## config.mk

```make
export PLATFORM = sky130hd
export DESIGN_NAME = rf_dump_reader
export DESIGN_NICKNAME = d
export VERILOG_FILES = /design/src/rtl/rf_dump_reader.sv
export SDC_FILE = /design/constraint.sdc
export NUM_CORES = 1
export LEC_CHECK = 0
export CAP_MARGIN = 5
export CELL_PAD_IN_SITES_DETAIL_PLACEMENT = 1
export CELL_PAD_IN_SITES_GLOBAL_PLACEMENT = 1
export CORE_ASPECT_RATIO = 1.25
export CORE_MARGIN = 4
export CORE_UTILIZATION = 44
export DETAILED_ROUTE_END_ITERATION = 8
export DONT_BUFFER_PORTS = 1
export HOLD_SLACK_MARGIN = 0.06
export PLACE_DENSITY_LB_ADDON = 0.25
export REMOVE_ABC_BUFFERS = 1
export SYNTH_ARGS = -nofsm -noshare
export SYNTH_HDL_FRONTEND = slang
export SYNTH_SLANG_ARGS = --single-unit
export TNS_END_PERCENT = 5
```

## constraint.sdc

```tcl
create_clock -name clk -period 1.9 [get_ports clk]
set_clock_uncertainty 0.2 [all_clocks]
set_input_delay 0.095 -clock clk [delete_from_list [all_inputs] [get_ports clk]]
set_output_delay 0.095 -clock clk [all_outputs]
set_load 0.03 [all_outputs]
```

## src/rtl/rf_dump_reader.sv

```systemverilog
// rf_dump_reader: walks the RF debug port FIRST_REG..LAST_REG and
// streams each sampled value as an index/data word on valid/ready.
module rf_dump_reader #(
  parameter int FIRST_REG = 0,
  parameter int LAST_REG  = 31,
  parameter bit SKIP_ZERO = 1'b0
) (
  input  logic        clk,
  input  logic        rstn,
  input  logic        start,
  input  logic        abort,
  output logic [4:0]  reg_sel,
  input  logic [31:0] reg_data,
  output logic        out_valid,
  input  logic        out_ready,
  output logic [4:0]  out_idx,
  output logic [31:0] out_data,
  output logic        out_last,
  output logic        busy,
  output logic        done,
  output logic [5:0]  count
);

  typedef enum logic [1:0] {
    IDLE,
    SEL,
    SEND,
    DONE
  } state_t;

  localparam logic [4:0] FIRST = 5'(FIRST_REG);
  localparam logic [4:0] LAST  = 5'(LAST_REG);

  state_t state;
  logic   at_last;
  logic   skip;
  logic   hs;

  assign at_last  = (reg_sel == LAST);
  assign skip     = SKIP_ZERO && (reg_data == '0);
  assign hs       = out_valid && out_ready;
  assign out_last = out_valid && (out_idx == LAST);

  // Scan sequencer: select, sample, hold word until accepted, advance.
  always_ff @(posedge clk or negedge rstn) begin
    if (!rstn) begin
      state     <= IDLE;
      reg_sel   <= FIRST;
      out_valid <= 1'b0;
      out_idx   <= '0;
      out_data  <= '0;
      busy      <= 1'b0;
      done      <= 1'b0;
      count     <= '0;
    end else if (abort) begin
      state     <= IDLE;
      out_valid <= 1'b0;
      busy      <= 1'b0;
      done      <= 1'b0;
    end else begin
      unique case (state)
        IDLE: begin
          if (start) begin
            state   <= SEL;
            reg_sel <= FIRST;
            count   <= '0;
            busy    <= 1'b1;
          end
        end
        SEL: begin
          out_idx  <= reg_sel;
          out_data <= reg_data;
          if (skip) begin
            if (at_last) begin
              state <= DONE;
              busy  <= 1'b0;
              done  <= 1'b1;
            end else begin
              reg_sel <= reg_sel + 5'd1;
            end
          end else begin
            out_valid <= 1'b1;
            state     <= SEND;
          end
        end
        SEND: begin
          if (hs) begin
            out_valid <= 1'b0;
            count     <= count + 6'd1;
            if (at_last) begin
              state <= DONE;
              busy  <= 1'b0;
              done  <= 1'b1;
            end else begin
              reg_sel <= reg_sel + 5'd1;
              state   <= SEL;
            end
          end
        end
        DONE: begin
          done  <= 1'b0;
          state <= IDLE;
        end
        default: state <= IDLE;
      endcase
    end
  end

endmodule

```

# Word level (Yosys, flattened, before mapping)
# Index checks and enable logic that the tools add are counted.
[totals]
register_bits = 53
in_bits = 37
out_inout_bits = 52
wordCells = 60
[op_classes]
add_sub_neg = 2
eq_ne = 11
n_mux = 24
bitwise = 1
reduce_logical = 14
[ops]
columns = ["op", "n"]
rows = [
  ["$mux W5", 3],
  ["$mux W6", 2],
  ["$pmux W6 S2", 1],
  ["$eq A5 B5 Y1 const B", 2],
  ["$pmux W5 S2", 1],
  ["$mux W1", 9],
  ["$ne A3 B3 Y1 const B", 3],
  ["$reduce_bool A3 Y1", 3],
  ["$mux W2", 4],
  ["$pmux W2 S4", 1],
  ["$reduce_and A4 Y1", 2],
  ["$add A6 B1 Y6 const B", 1],
  ["$ne A2 B2 Y1 const B", 3],
  ["$pmux W1 S2", 3],
  ["$reduce_and A2 Y1", 3],
  ["$add A5 B1 Y5 const B", 1],
  ["$reduce_and A5 Y1", 1],
  ["$eq A2 B2 Y1 const B", 2],
  ["$reduce_and A3 Y1", 1],
  ["$eq A2 B1 Y1 const B", 1],
  ["$logic_and A1 B1 Y1", 2],
  ["$logic_not A2 Y1", 1],
  ["$reduce_bool A2 Y1", 1],
  ["$not A1 Y1", 1],
]

# Logic depth before layout (Yosys ltp)
[logic_depth]
depth_word = 5
ltp_mapped = 6
ltp_nobuf = 6

# Worst setup path after synthesis
# OpenSTA, ideal clock, no wires.
[synth_timing]
path_type = "reg-to-reg"
startpoint = "register reg_sel[0]"
endpoint = "register reg_sel[3]"
setup_time_ps = 65
arrival_ps = 1746
slack_ps = -111
path_stages_with_launch = 7
cell_sequence = "dfrtp_1 ha_1 and3_1 ha_1 and4b_1 nor4b_1 o22a_1"
[synth_between]
elab_chain_cells = 4
[synth_rtl]
columns = ["element", "line", "rtl"]
rows = [
  ["start: declaration", "12", "output logic [4:0] reg_sel,"],
  ["start signal: assignment", "79", "reg_sel <= reg_sel + 5'd1;"],
  ["start signal: assignment", "95", "reg_sel <= reg_sel + 5'd1;"],
  ["$add A5 B1 Y5", "95", ""],
  ["$mux W5", "90", "if (at_last) begin"],
  ["$mux W5", "87", "if (hs) begin"],
  ["$pmux W5 S2", "61", "unique case (state)"],
]
# Parallel ways exist; a longest one is shown, timed or not. The select of a mux whose other input is x is not followed.
# A chain may end at the register's enable or synchronous reset.

# Final worst setup path
[layout_timing]
startpoint = "register reg_sel[1]"
endpoint = "register reg_sel[3]"
# The elaborated chain is that of the path after synthesis.

==> metrics.csv <==
metric,value,unit
antennaDiodeCount,0,
cp_slowest_cell,dfrtp_1,
drt-initial-drc-count,87,
portBuffers,0,
place_area,2430,sq um
final.min_clock_period,1840,ps
min_path_cells,3,
ioPinCount,89,
yosys.cell_types.count,41,
finalHoldViolations,0,
worstSetupPathType,flip-flop to flip-flop,
critPathLaunchType,flip-flop,
clkTransAtPathRegs,90,ps
die_height,88.7,um
cts_tree,built,
synthCells,165,
async_flop_share,1.00,
post-route-drc-count,0,
timing.final.ws_setup,60.6,ps
peakVddDrop,664,uV
place_ws,-85.3,ps
drive_gt1_frac,0.161,
wl,5970,um
htree_levels,2,
antenna_found_initial,0,
utilization,0.584,
synth-main-ff-cell,dfrtp_1,
worst-endpoint-required,1940,ps
ys_seq_area_frac,0.578,
fin_nets,257,
layout.cells.non_filler,280,
dieArea,6440,sq um
reg2regPathDepth,6,
p_leak,1.32,nW
post_cts_buffers,0,
rows,29,
path_buf_inv,0,
worstPathArrival,1880,ps
core_area,5080,sq um
period_share,0.968,
final.fill_count,497,
dp_cells,235,
ys_seq_elements,53,
cp_num_cells,6,
slew_violations,0,
p_per_area,1010,nW/um^2
worst_slew_pin_slew,643,ps
critPathTopFamily,simple AND/OR/NAND/NOR gates,
ant_nets,0,
critPathCaptureType,flip-flop,
outcome,"finished, final reports clean",
vias_per_cell,5.69,
fmax,0.544,GHz
relSlewSlack,0.570,
gp_congestion,0.737,
cp_cell_sequence,"ha_2, and3_4, ha_4, and4b_1, nor4b_4, o22a_1",
track_usage,0.190,
cp_max_fo,6,
yosys_warnings,0,
cts.sinks,53,
max_cap_violations,0,
grt_max_degree,54,
dr.pass1.iters,4,
seq_area,1330,sq um
area_growth,29.4,%
initial_core_util,0.451,
cts-root-buf,clkbuf_8,
grt_pass1_vias,1772,
setup_viol,0,
post_synth.cell_area_avg,13.9,sq um
clk_latency,300,ps
avgRoutedWirePerCell,21.3,um
multi_input_area,940,sq um
hpwl,3860,um
critPathMaxStageDelay,410,ps
grt_overflow,0,
synth_area,2290,sq um
via_count,1592,
synth_edf_count,0,
cts_made_buffers,5,
dieWidth,72.6,um
design_area,2970,sq um
grt_pass1_wl,9270,um
cts_buffer_depth,2,
hold_path_class,input port to flip-flop,
rsz0062_at_grt,true,
## worst register-to-register path: cells and delay by family (launching register included)
kind / cells / cell delay [ps]
AOI/OAI and AO/OA: 1 / 180
adders and majority gates: 2 / 370
DFF: 1 / 410
and+or+nand+nor: 3 / 630
## flip-flops by register name (all words and copies together) (netlist names)
register	flops
busy	1
count	6
done	1
out_data	32
out_idx	5
out_valid	1
reg_sel	5
state	2
## per-layer routing
metal | wire length (um) | track usage | vias to the layer above
met4 | 70 | 0.0621 | 0
met2 | 3250 | 0.344 | 60
met1 | 2230 | 0.211 | 814
met5 | 0 | 0 | -
met3 | 414 | 0.0557 | 6
li1 | - | - | 712
## cell families after synthesis
kind of cell,share of synthesized area
DFF,0.578
AOI/OAI and AO/OA,0.0747
adders and majority gates,0.0164
and+or+nand+nor,0.0960
muxes,0.205
buffers and inverters,0.0295
## per-stage QoR
step,total power [mW],setup TNS (ps),hold WS [ps]
global route,3.15,-4.30,74.4
CTS,3.03,0,63.6
global placement,2.14,0,-399
floorplan,2.07,-82810,-401
detailed placement,2.19,-90.6,-399
finish,3.01,0,78.0
## cells in the final DEF (no fill, tap or decap), types with 3 or more instances in the layout
cell           instances
nand2b_1               5
mux2_1                37
o21ai_0                3
nor2b_1                3
mux2_2                 3
buf_4                 15
inv_1                  3
a211oi_1               3
dlygate4sd3_1         36
a22o_1                 4
and3_1                 3
nand2_1                5
nor2_1                 3
dfrtp_1               52
clkbuf_8               5
## final timing paths
check,end,startpoint,slack (ps)
max,reg_sel[3]$_DFFE_PN0P_,reg_sel[1]$_DFFE_PN0P_,60
min,out_data[18]$_DFFE_PN0P_,abort,80
min reg2reg,count[0]$_DFFE_PN0P_,count[0]$_DFFE_PN0P_,410
max in group asynchronous,state[0]$_DFFE_PN0P_,rstn,1160
max reg2reg,reg_sel[3]$_DFFE_PN0P_,reg_sel[1]$_DFFE_PN0P_,60
min in group asynchronous,out_data[17]$_DFFE_PN0P_,rstn,110
## synthesized netlist by cell type, drive strengths merged (2+ instances only)
library cell,number,area (sq um)
a211oi,3,22.5
mux2i,2,20.0
buf,7,56.3
nand2,5,18.8
o21ai,4,20.0
nand3,2,10.0
nor2b,3,18.8
nor3b,2,15.0
nand2b,5,31.3
a22o,4,35.0
mux2,40,450
nor3,2,15.0
nor4b,2,17.5
inv,3,11.3
nor2,4,17.5
dfrtp,53,1330
ha,3,37.5
and3,4,25.0
## final cells by class
cell class | instances | area share
Clock buffer | 6 | 0.0245
Clock inverter | 2 | 0.0131
Inverter | 3 | 0.00379
Multi-Input combinational cell | 102 | 0.317
Sequential cell | 53 | 0.447
Tap cell | 62 | 0.0261
Timing Repair Buffer | 52 | 0.169
## power by group
group	switching [mW]	internal (mW)
clock network	0.351	0.396
logic	0.156	0.191
registers	0.584	1.33
total	1.09	1.92
## what timing repair did
action | in CTS | in global routing
pin swaps | 0 | 1
hold buffers | 37 | 0
hold endpoints to repair | 101 | 0
setup endpoints to repair | 3 | 36
resized for setup | 3 | 4
Note: power is estimated with default switching activity, not from simulation.
